### config.mk
export PLATFORM = sky130hd
export DESIGN_NAME = accel_cmd_ctrl
export DESIGN_NICKNAME = d
export VERILOG_FILES = /design/src/rtl/accel_cmd_pkg.sv /design/src/rtl/accel_cmd_channel.sv /design/src/rtl/accel_cmd_ctrl.sv
export SDC_FILE = /design/constraint.sdc
export NUM_CORES = 2
export LEC_CHECK = 0
export ABC_AREA = 1
export BUFFER_PORTS_ARGS = -buffer_cell sky130_fd_sc_hd__buf_4
export CELL_PAD_IN_SITES_DETAIL_PLACEMENT = 0
export CELL_PAD_IN_SITES_GLOBAL_PLACEMENT = 1
export CORE_ASPECT_RATIO = 1.75
export CORE_MARGIN = 4
export CORE_UTILIZATION = 44
export DETAILED_ROUTE_END_ITERATION = 6
export GPL_TIMING_DRIVEN = 0
export PLACE_DENSITY_LB_ADDON = 0.1
export SYNTH_ARGS = -nofsm -noshare
export SYNTH_HDL_FRONTEND = slang
export SYNTH_SLANG_ARGS = --single-unit
### constraint.sdc
create_clock -name clk -period 5.85 [get_ports clk]
set_input_delay 0.2925 -clock clk [delete_from_list [all_inputs] [get_ports clk]]
set_output_delay 0.2925 -clock clk [all_outputs]
set_load 0.1 [all_outputs]
### src/rtl/accel_cmd_pkg.sv
// accel_cmd_pkg: shared constants and types for the accelerator command front end.
//   ACCEL_OPCODE  custom opcode that carries accelerator commands
//   RD_*          rd field-select codes (shadow field writes, channel select,
//                 interrupt clear, triggers)
//   *_W           widths of the per-channel configuration fields
//   ch_state_e    per-channel launch state
package accel_cmd_pkg;

  localparam logic [6:0] ACCEL_OPCODE = 7'b0001011;

  localparam logic [4:0] RD_DIM         = 5'd0;
  localparam logic [4:0] RD_DEPTH       = 5'd1;
  localparam logic [4:0] RD_IMG_OFF     = 5'd2;
  localparam logic [4:0] RD_FLT_OFF     = 5'd3;
  localparam logic [4:0] RD_OUT_OFF     = 5'd4;
  localparam logic [4:0] RD_HALFSIZE    = 5'd5;
  localparam logic [4:0] RD_STRIDE      = 5'd6;
  localparam logic [4:0] RD_LENGTH      = 5'd7;
  localparam logic [4:0] RD_BIAS        = 5'd8;
  localparam logic [4:0] RD_CH_SELECT   = 5'd9;
  localparam logic [4:0] RD_IRQ_CLEAR   = 5'd29;
  localparam logic [4:0] RD_TRIGGER_ALL = 5'd30;
  localparam logic [4:0] RD_TRIGGER     = 5'd31;

  localparam int IMM_W    = 20;
  localparam int DIM_W    = 8;
  localparam int DEPTH_W  = 9;
  localparam int HALF_W   = 2;
  localparam int STRIDE_W = 3;
  localparam int LEN_W    = 13;
  localparam int BIAS_W   = 18;

  typedef enum logic [1:0] {
    CH_IDLE  = 2'd0,
    CH_START = 2'd1,
    CH_RUN   = 2'd2
  } ch_state_e;

  // Saturating increment for the optional run-cycle counters.
  function automatic logic [31:0] sat_inc(input logic [31:0] v);
    return (v == 32'hFFFF_FFFF) ? v : v + 32'd1;
  endfunction

endpackage

### src/rtl/accel_cmd_channel.sv
// accel_cmd_channel: one accelerator channel of the command front end.
// Holds the shadow configuration (written by decoded commands at any time),
// the active configuration presented to the datapath (copied from shadow when
// a trigger is accepted), the launch FSM and the sticky interrupt bit.
// Optional macro ACCEL_CMD_PERF_EN adds a saturating run-cycle counter.
// Ports:
//   clk, rst        clock, synchronous active-high reset
//   wr_en/wr_sel/wr_data  shadow field write (field chosen by rd code)
//   trig            accepted trigger for this channel (only issued while IDLE)
//   irq_clr         clear the sticky interrupt bit
//   done_in         completion pulse from the datapath
//   cfg_*           active configuration
//   start, busy     launch pulse / START-or-RUN
//   intr            sticky interrupt bit
//   state           FSM state, exported for the top and for debug
//   cycles          (ACCEL_CMD_PERF_EN only) RUN cycles of the last launch
module accel_cmd_channel
  import accel_cmd_pkg::*;
#(
  parameter int ADDR_W = 20
) (
  input  logic                clk,
  input  logic                rst,
  input  logic                wr_en,
  input  logic [4:0]          wr_sel,
  input  logic [IMM_W-1:0]    wr_data,
  input  logic                trig,
  input  logic                irq_clr,
  input  logic                done_in,
  output logic [DIM_W-1:0]    cfg_image_dim,
  output logic [DEPTH_W-1:0]  cfg_image_depth,
  output logic [ADDR_W-1:0]   cfg_image_off,
  output logic [ADDR_W-1:0]   cfg_filter_off,
  output logic [ADDR_W-1:0]   cfg_output_off,
  output logic [HALF_W-1:0]   cfg_halfsize,
  output logic [STRIDE_W-1:0] cfg_stride,
  output logic [LEN_W-1:0]    cfg_filter_len,
  output logic [BIAS_W-1:0]   cfg_filter_bias,
  output logic                start,
  output logic                busy,
  output logic                intr,
  output ch_state_e           state
`ifdef ACCEL_CMD_PERF_EN
  ,
  output logic [31:0]         cycles
`endif
);

  typedef struct packed {
    logic [DIM_W-1:0]    dim;
    logic [DEPTH_W-1:0]  depth;
    logic [ADDR_W-1:0]   img_off;
    logic [ADDR_W-1:0]   flt_off;
    logic [ADDR_W-1:0]   out_off;
    logic [HALF_W-1:0]   halfsize;
    logic [STRIDE_W-1:0] stride;
    logic [LEN_W-1:0]    length;
    logic [BIAS_W-1:0]   bias;
  } cfg_t;

  cfg_t      shadow_q, shadow_d;
  cfg_t      active_q, active_d;
  ch_state_e state_q, state_d;
  logic      intr_q, intr_d;

  always_ff @(posedge clk) begin
    if (rst) begin
      shadow_q <= '0;
      active_q <= '0;
      state_q  <= CH_IDLE;
      intr_q   <= 1'b0;
    end else begin
      shadow_q <= shadow_d;
      active_q <= active_d;
      state_q  <= state_d;
      intr_q   <= intr_d;
    end
  end

  // Shadow writes are allowed while running; only a trigger moves them to active.
  always_comb begin
    shadow_d = shadow_q;
    if (wr_en) begin
      case (wr_sel)
        RD_DIM:      shadow_d.dim      = wr_data[DIM_W-1:0];
        RD_DEPTH:    shadow_d.depth    = wr_data[DEPTH_W-1:0];
        RD_IMG_OFF:  shadow_d.img_off  = wr_data[ADDR_W-1:0];
        RD_FLT_OFF:  shadow_d.flt_off  = wr_data[ADDR_W-1:0];
        RD_OUT_OFF:  shadow_d.out_off  = wr_data[ADDR_W-1:0];
        RD_HALFSIZE: shadow_d.halfsize = wr_data[HALF_W-1:0];
        RD_STRIDE:   shadow_d.stride   = wr_data[STRIDE_W-1:0];
        RD_LENGTH:   shadow_d.length   = wr_data[LEN_W-1:0];
        RD_BIAS:     shadow_d.bias     = wr_data[BIAS_W-1:0];
        default:     ;
      endcase
    end
    active_d = trig ? shadow_q : active_q;
  end

  // Launch FSM. Clear is applied before set so a same-cycle completion wins.
  always_comb begin
    state_d = state_q;
    intr_d  = intr_q;
    if (irq_clr) intr_d = 1'b0;
    case (state_q)
      CH_IDLE:  if (trig) state_d = CH_START;
      CH_START: state_d = CH_RUN;
      CH_RUN: begin
        if (done_in) begin
          state_d = CH_IDLE;
          intr_d  = 1'b1;
        end
      end
      default:  state_d = CH_IDLE;
    endcase
  end

  assign start           = (state_q == CH_START);
  assign busy            = (state_q == CH_START) || (state_q == CH_RUN);
  assign intr            = intr_q;
  assign state           = state_q;
  assign cfg_image_dim   = active_q.dim;
  assign cfg_image_depth = active_q.depth;
  assign cfg_image_off   = active_q.img_off;
  assign cfg_filter_off  = active_q.flt_off;
  assign cfg_output_off  = active_q.out_off;
  assign cfg_halfsize    = active_q.halfsize;
  assign cfg_stride      = active_q.stride;
  assign cfg_filter_len  = active_q.length;
  assign cfg_filter_bias = active_q.bias;

`ifdef ACCEL_CMD_PERF_EN
  logic [31:0] cycles_q, cycles_d;

  // Cleared during START, counts every RUN cycle (including the done cycle),
  // then holds until the next launch.
  always_comb begin
    cycles_d = cycles_q;
    if (state_q == CH_START)    cycles_d = '0;
    else if (state_q == CH_RUN) cycles_d = sat_inc(cycles_q);
  end

  always_ff @(posedge clk) begin
    if (rst) cycles_q <= '0;
    else     cycles_q <= cycles_d;
  end

  assign cycles = cycles_q;
`endif

endmodule

### src/rtl/accel_cmd_ctrl.sv
// accel_cmd_ctrl: multi-channel command front end for the conv accelerator.
// Decodes custom-opcode instructions into per-channel shadow configuration,
// launches NUM_CH independent cores, tracks busy/done and raises sticky
// interrupts. Optional macro ACCEL_CMD_PERF_EN adds the ch_cycles port.
// Ports:
//   clk, rst              clock, synchronous active-high reset
//   instr_valid/instruction/instr_ready  instruction handshake
//   cfg_*                 active configuration, channel c in slice c
//   ch_start/ch_done/ch_busy  per-channel launch pulse, completion, busy
//   accel_interrupt, irq  sticky per-channel done flags and their registered OR
//   ch_cycles             (ACCEL_CMD_PERF_EN only) per-channel RUN cycle count
//
// Handshake: an instruction transfers on any cycle with instr_valid and
// instr_ready both high. instr_ready is low only during reset or when the
// presented instruction is a trigger whose target channel(s) are not IDLE; it
// depends on the instruction and channel state, not on instr_valid. The source
// holds a stalled trigger until accepted; nothing is dropped.
module accel_cmd_ctrl
  import accel_cmd_pkg::*;
#(
  parameter int NUM_CH = 4,
  parameter int ADDR_W = 20
) (
  input  logic                       clk,
  input  logic                       rst,
  input  logic                       instr_valid,
  input  logic [31:0]                instruction,
  output logic                       instr_ready,
  output logic [NUM_CH*DIM_W-1:0]    cfg_image_dim,
  output logic [NUM_CH*DEPTH_W-1:0]  cfg_image_depth,
  output logic [NUM_CH*ADDR_W-1:0]   cfg_image_off,
  output logic [NUM_CH*ADDR_W-1:0]   cfg_filter_off,
  output logic [NUM_CH*ADDR_W-1:0]   cfg_output_off,
  output logic [NUM_CH*HALF_W-1:0]   cfg_halfsize,
  output logic [NUM_CH*STRIDE_W-1:0] cfg_stride,
  output logic [NUM_CH*LEN_W-1:0]    cfg_filter_len,
  output logic [NUM_CH*BIAS_W-1:0]   cfg_filter_bias,
  output logic [NUM_CH-1:0]          ch_start,
  input  logic [NUM_CH-1:0]          ch_done,
  output logic [NUM_CH-1:0]          ch_busy,
  output logic [NUM_CH-1:0]          accel_interrupt,
  output logic                       irq
`ifdef ACCEL_CMD_PERF_EN
  ,
  output logic [NUM_CH*32-1:0]       ch_cycles
`endif
);

  localparam int CH_W = (NUM_CH > 1) ? $clog2(NUM_CH) : 1;

  logic [6:0]       opcode;
  logic [4:0]       rd;
  logic [IMM_W-1:0] imm;
  logic [CH_W-1:0]  ptr_q, ptr_d;
  logic             irq_q, irq_d;
  logic             is_accel, stall, fire;
  logic [NUM_CH-1:0] ch_idle, wr_en, trig, irq_clr;
  ch_state_e        ch_state [NUM_CH];

  assign opcode   = instruction[6:0];
  assign rd       = instruction[11:7];
  assign imm      = instruction[31:12];
  assign is_accel = (opcode == ACCEL_OPCODE);

  always_comb begin
    stall = 1'b0;
    if (is_accel && rd == RD_TRIGGER)          stall = !ch_idle[ptr_q];
    else if (is_accel && rd == RD_TRIGGER_ALL) stall = !(&ch_idle);
  end

  assign instr_ready = !rst && !stall;
  assign fire        = instr_valid && instr_ready && is_accel;

  always_comb begin
    ptr_d = ptr_q;
    if (fire && rd == RD_CH_SELECT && imm < IMM_W'(NUM_CH)) ptr_d = imm[CH_W-1:0];
    irq_d = |accel_interrupt;
  end

  always_ff @(posedge clk) begin
    if (rst) begin
      ptr_q <= '0;
      irq_q <= 1'b0;
    end else begin
      ptr_q <= ptr_d;
      irq_q <= irq_d;
    end
  end

  assign irq = irq_q;

  for (genvar c = 0; c < NUM_CH; c++) begin : g_ch
    assign wr_en[c]   = fire && (rd <= RD_BIAS) && (ptr_q == CH_W'(c));
    // fire already implies the targeted channel(s) are IDLE.
    assign trig[c]    = fire && ((rd == RD_TRIGGER_ALL) ||
                                 (rd == RD_TRIGGER && ptr_q == CH_W'(c)));
    assign irq_clr[c] = fire && (rd == RD_IRQ_CLEAR) && imm[c];
    assign ch_idle[c] = (ch_state[c] == CH_IDLE);

    accel_cmd_channel #(.ADDR_W(ADDR_W)) u_ch (
      .clk             (clk),
      .rst             (rst),
      .wr_en           (wr_en[c]),
      .wr_sel          (rd),
      .wr_data         (imm),
      .trig            (trig[c]),
      .irq_clr         (irq_clr[c]),
      .done_in         (ch_done[c]),
      .cfg_image_dim   (cfg_image_dim[c*DIM_W +: DIM_W]),
      .cfg_image_depth (cfg_image_depth[c*DEPTH_W +: DEPTH_W]),
      .cfg_image_off   (cfg_image_off[c*ADDR_W +: ADDR_W]),
      .cfg_filter_off  (cfg_filter_off[c*ADDR_W +: ADDR_W]),
      .cfg_output_off  (cfg_output_off[c*ADDR_W +: ADDR_W]),
      .cfg_halfsize    (cfg_halfsize[c*HALF_W +: HALF_W]),
      .cfg_stride      (cfg_stride[c*STRIDE_W +: STRIDE_W]),
      .cfg_filter_len  (cfg_filter_len[c*LEN_W +: LEN_W]),
      .cfg_filter_bias (cfg_filter_bias[c*BIAS_W +: BIAS_W]),
      .start           (ch_start[c]),
      .busy            (ch_busy[c]),
      .intr            (accel_interrupt[c]),
      .state           (ch_state[c])
`ifdef ACCEL_CMD_PERF_EN
      ,
      .cycles          (ch_cycles[c*32 +: 32])
`endif
    );
  end

endmodule

# Yosys cells after proc, flatten, opt, wreduce, memory -nomap -nowiden
# Cells that the tools add are included.
# totals
in_bits	39
word_cells	230
ff_bits	919
out_inout_bits	466
# classes
n_lt_le_gt_ge	3
reduce_logical	85
eq_ne	32
muxes	28
# op_table
op	n
$reduce_and 2->1	40
$logic_and 1x1->1	25
$pmux 2 s3	4
$eq 5x3->1 const B	4
$lt 20x3->1 const B	1
$mux 2	8
$eq 5x5->1 const B	3
$mux 1	15
$eq 2x2->1 const B	6
$eq 2x1->1 const B	5
$eq 5x2->1 const B	2
$eq 5x4->1 const B	2
$logic_not 2->1	5
$logic_or 1x1->1	8
$ne 2x1->1 const B	4
$ne 2x2->1 const B	4
$eq 7x4->1 const B	1
$eq 5x1->1 const B	1
$le 5x4->1 const B	1
$logic_not 5->1	1
$logic_not 1->1	4
$reduce_and 4->1	1
$reduce_or 4->1	1
$lt 2x3->1 const B	1
$bmux 1 s2	1

# Depth between registers and ports, before layout
# logic_depth
ltp_word	14
depth_mapped	17

# Modules after synthesis
# A second synthesis with hierarchy kept.
# hier_totals
cells_unflattened	5128
area_unflattened_um2	36428.7
# modules_own_cells
mod	area_each_um2	n_inst	cells_each
accel_cmd_channel	8966.1	4	1253
accel_cmd_ctrl	564.3	1	116

# Least setup slack after synthesis
# OpenSTA, ideal clock, no wires.
# synth_timing
path_kind	register to register
startpoint	register g_ch[2].u_ch.state_q[0]
endpoint	register g_ch[0].u_ch.shadow_q[0] (netlist name)
setup_time_ns	0.110
required_ns	5.740
path_buffers	3
period_less_slack_ns	2.048
path_stages_with_launch	17
t_arrival_ns	1.938
path_slack_ns	3.802
cell_sequence	dfxtp_1 inv_1 ha_1 inv_1 nand2_1 nand2_1 nand2_1 nand2_1 nand2_2 nand4_4 nor2_1 buf_4 buf_2 buf_2 nand4_1 nand2_1 nor2_1
# synth_between
elab_chain_len	12
# synth_lines
element	line	text
start, declared	accel_cmd_channel.sv:63	ch_state_e state_q, state_d;
start signal, assigned	accel_cmd_channel.sv:75	state_q <= state_d;
$logic_not 2->1 (*)	accel_cmd_ctrl.sv:98	assign ch_idle[c] = (ch_state[c] == CH_IDLE);
$bmux 1 s2 / $reduce_and 4->1 (equally long branches)	accel_cmd_ctrl.sv:67, accel_cmd_ctrl.sv:68	
$mux 1 (implied by the code) / $logic_not 1->1 (equally long branches)	accel_cmd_ctrl.sv:67, accel_cmd_ctrl.sv:68	
$logic_not 1->1 / $mux 1 (equally long branches)	accel_cmd_ctrl.sv:67, accel_cmd_ctrl.sv:68	
$mux 1 (*)	accel_cmd_ctrl.sv:67	if (is_accel && rd == RD_TRIGGER) stall = !ch_idle[ptr_q];
$logic_not 1->1 (*)	accel_cmd_ctrl.sv:71	assign instr_ready = !rst && !stall;
$logic_and 1x1->1 (*)	accel_cmd_ctrl.sv:71	
$logic_and 1x1->1 (*) (2 in series)	accel_cmd_ctrl.sv:72	assign fire = instr_valid && instr_ready && is_accel;
$logic_and 1x1->1 (*) (2 in series)	accel_cmd_ctrl.sv:93	assign wr_en[c] = fire && (rd <= RD_BIAS) && (ptr_q == CH_W'(c));
$reduce_and 2->1 (no line) (*)	--	
end signal, assigned	accel_cmd_channel.sv:73	shadow_q <= shadow_d;
end, declared	accel_cmd_channel.sv:61	cfg_t shadow_q, shadow_d;
# Every way passes the cells marked *; elsewhere a longest branch is shown, timed or not. The select of a mux whose other input is x is not followed.
# A chain may end at the register's enable or synchronous reset.

# Worst setup path in the final report
# layout_timing
startpoint	register g_ch[0].u_ch.state_q[0]
endpoint	register g_ch[2].u_ch.active_q, in the netlist g_ch[2].u_ch.cfg_image_off[12]
# layout_between
elab_chain_len	10
# layout_lines
element	line	text
start, declared	accel_cmd_channel.sv:63	
start signal, assigned	accel_cmd_channel.sv:75	
$logic_not 2->1 (*)	accel_cmd_ctrl.sv:98	
$bmux 1 s2 / $reduce_and 4->1 (equally long branches)	accel_cmd_ctrl.sv:67, accel_cmd_ctrl.sv:68	
$mux 1 (implied by the code) / $logic_not 1->1 (equally long branches)	accel_cmd_ctrl.sv:67, accel_cmd_ctrl.sv:68	
$logic_not 1->1 / $mux 1 (equally long branches)	accel_cmd_ctrl.sv:67, accel_cmd_ctrl.sv:68	
$mux 1 (*)	accel_cmd_ctrl.sv:67	
$logic_not 1->1 (*)	accel_cmd_ctrl.sv:71	
$logic_and 1x1->1 (*)	accel_cmd_ctrl.sv:71	
$logic_and 1x1->1 (*) (2 in series)	accel_cmd_ctrl.sv:72	
$logic_and 1x1->1 (*)	accel_cmd_ctrl.sv:95	assign trig[c] = fire && ((rd == RD_TRIGGER_ALL) ||
end signal, assigned	accel_cmd_channel.sv:74	active_q <= active_d;
end, declared	accel_cmd_channel.sv:62	cfg_t active_q, active_d;
# Marked as above.

==> impl_metrics.json <==
{
  "netlist_top_cells_count": "950 x nand2_1, 942 x nor2_1, 933 x inv_1",
  "synth_area_sq_um": 38000,
  "drt_iter0_markers": 2853,
  "cts.path.max_buffers": 3,
  "crit_fanout": 10,
  "synthesis.nets": 5515,
  "ys_types": 26,
  "synthArstFlopShare_pct": 0,
  "die_w_um": 230,
  "synth_edf_count": 0,
  "finalPower_mw": 13.1,
  "worst_skew_pair.late_latency_ns": 0.67,
  "finalSetupViolCount": 0,
  "finalHoldViolCount": 0,
  "finalCritPeriodShare_pct": 56.0,
  "ys_warn_count": 0,
  "layout.nets": 6116,
  "rows": 142,
  "synth_top_area_cell": "dfxtp_1",
  "drive_gt1_share_pct": 13.0,
  "worstPathArrival_ns": 3.80,
  "cp_top_family": "buffers and inverters",
  "start_kind": "flop",
  "syn_area_per_cell_sq_um": 6.95,
  "core_area_sq_um": 85600,
  "outcome": "finished with violations",
  "num_vias": 36200,
  "wire_per_inst_um": 20.0,
  "dieArea_sq_um": 91200,
  "grt_antenna_before_repair": 5,
  "violations": "capacitance limit, slew limit",
  "ys_seq_area_share_pct": 48.5,
  "crit_type": "flop to flop",
  "worst_pin_slew_ns": 1.64,
  "viasPerCell": 4.98,
  "grt_pass1_vias": 34100,
  "clock_skew_ns": 0.0202,
  "grt_usage_pct": 30.8,
  "post_cts_buffers": 0,
  "io-pin-count": 505,
  "die_y_um": 397,
  "clkTransAtPathRegs_ns": 0.07,
  "io_buffer_count": 504,
  "syn2layout_area_growth_pct": 21.5,
  "path_buf_inv": 3,
  "slowest_delay_ns": 0.68,
  "cts_tree": "done",
  "p_per_area_nw_per_um2": 285,
  "max-cap-violations": 2,
  "overflow": 0,
  "wirelength_mm": 146,
  "cts_made_buffers": 85,
  "cts_hold_buf": 9,
  "clock-sinks": 919,
  "ir_drop_mv": 0.233,
  "cts.htree.levels": 3,
  "dp_hpwl_mm": 109,
  "synth_ff_type": "dfxtp_1",
  "synth_most_common_cell": "nand2_1",
  "cp_slowest_cell": "clkbuf_1",
  "root_buffer": "clkbuf_16",
  "ant_nets": 0,
  "ys_top_cells_by_area": "dfxtp_1 48%, nand2_1 9.4%, nor2_1 9.3%",
  "ys_ff_latch": 919,
  "stdcell_area_sq_um": 46100,
  "placed_cell_area_sq_um": 43200,
  "period_needed_ns": 3.27,
  "rsz0062_at_grt": "no",
  "fin_tns_setup_ns": 0,
  "grt_max_degree": 16,
  "max_clock_freq_mhz": 305,
  "synthCells": 5460,
  "start_util_pct": 44.3,
  "worstPathCellList": "inv_1, ha_1, nor2_1, o21bai_1, nand2_1, nand2_2, nand4_4, nor2_4, buf_2, clkbuf_1, a21oi_1",
  "crit_required_ns": 6.37,
  "yosysTopAreaCellShare_pct": 48.5,
  "max-slew-margin-rel_pct": -9.01,
  "drc_errors": 0,
  "gp_congestion": 0.936,
  "cts_resized": 0,
  "holdCritPathClass": "input port to flop",
  "firstDrtPassIters": 6,
  "grt_pass1_wl_mm": 213,
  "slew_violations": 22,
  "leakage_nw": 21.0,
  "endpoint_kind": "flop"
}
## report_power, final
part / switching [mW] / total (mW) / internal [mW]
Clock: 2.48 / 5.77 / 3.29
Combinational: 0.808 / 1.07 / 0.258
Sequential: 0.0239 / 6.30 / 6.28
## path summary, 6_finish.rpt
| path | from | endpoint | slack [ns] | cells past startpoint |
|---|---|---|---|---|
| worst max-delay path | g_ch[0].u_ch.state[0] | g_ch[2].u_ch.cfg_image_off[12] | 2.58 | 11 |
| worst min-delay path | ch_done[1] | g_ch[1].u_ch.state[1] | 0.06 | 5 |
| worst max register to register | g_ch[0].u_ch.state[0] | g_ch[2].u_ch.cfg_image_off[12] | 2.58 | 11 |
| worst min register to register | g_ch[2].u_ch.shadow_q[61] | g_ch[2].u_ch.cfg_filter_off[5] | 0.45 | 2 |
## worst reg2reg max path: cells and delay by family (launching register included)
family                     cells  cell delay (ns)
adders and majority gates      1             0.27
DFF                            1             0.33
and+or+nand+nor                5             0.93
AOI/OAI and AO/OA              2             0.31
buffers and inverters          3             1.31
## cells in the final DEF, fill, tap and decap left out, drive strengths merged
master / count
ha: 16
bufinv: 8
clkbuf: 350
o21ai: 457
a21oi: 238
nor2: 946
dlygate4sd3: 9
nand3: 54
inv: 968
nand2: 951
nor3: 2
diode: 4
nand4: 461
or2: 1
buf: 717
clkinv: 14
nor4: 3
clkinvlp: 6
o21bai: 2
dfxtp: 919
## sequential cells by signal, summed over array words and instances (netlist names), 4 cells and up
register / flops
g_ch.u_ch.cfg_filter_bias: 72
g_ch.u_ch.cfg_filter_len: 52
g_ch.u_ch.cfg_filter_off: 80
g_ch.u_ch.cfg_halfsize: 8
g_ch.u_ch.cfg_image_depth: 36
g_ch.u_ch.cfg_image_dim: 32
g_ch.u_ch.cfg_image_off: 80
g_ch.u_ch.cfg_output_off: 80
g_ch.u_ch.cfg_stride: 12
g_ch.u_ch.intr: 4
g_ch.u_ch.shadow_q: 452
g_ch.u_ch.state: 8
## kinds of logic after synthesis
group / count (synthesis) / synth area share, %
buffers and inverters: 1410 / 14.4
adders and majority gates: 16 / 0.527
DFF: 919 / 48.5
AOI/OAI and AO/OA: 697 / 9.20
and+or+nand+nor: 2418 / 27.4
## cell type report
cell class / instances / area (sq um)
plain buffers: 439 / 1830
fillers: 8860 / 39500
multi-input cells: 3131 / 14100
flip-flops and latches: 919 / 18400
diodes: 4 / 10.0
clock inverters: 25 / 344
clock buffers: 123 / 2480
well taps: 1152 / 1440
repair buffers: 514 / 3890
inverters: 971 / 3640
## per-stage QoR
| step | worst slack, ns | std cells | hold slack, ns | utilization (%) |
|---|---|---|---|---|
| 2_1_floorplan | 3.80 | 5460 | 0.362 | - |
| 6_report | 2.58 | 7278 | 0.0621 | 53.9 |
| 5_1_grt | 2.44 | 7274 | 0.0766 | 53.9 |
| 3_5_place_dp | 2.44 | 7116 | 0.443 | 50.4 |
| 4_1_cts | 2.64 | 7273 | 0.0211 | 53.8 |
| 3_3_place_gp | 2.47 | 7116 | 0.436 | 50.4 |
## per-layer routing
metal	GRT usage (%)	vias up	wire length [um]
met2	52.8	1326	69000
met1	36.2	16500	56300
li1	-	18100	-
met3	6.43	326	11700
met5	0	-	40
met4	16.2	6	8660
Note: power is estimated with default switching activity, not from simulation.
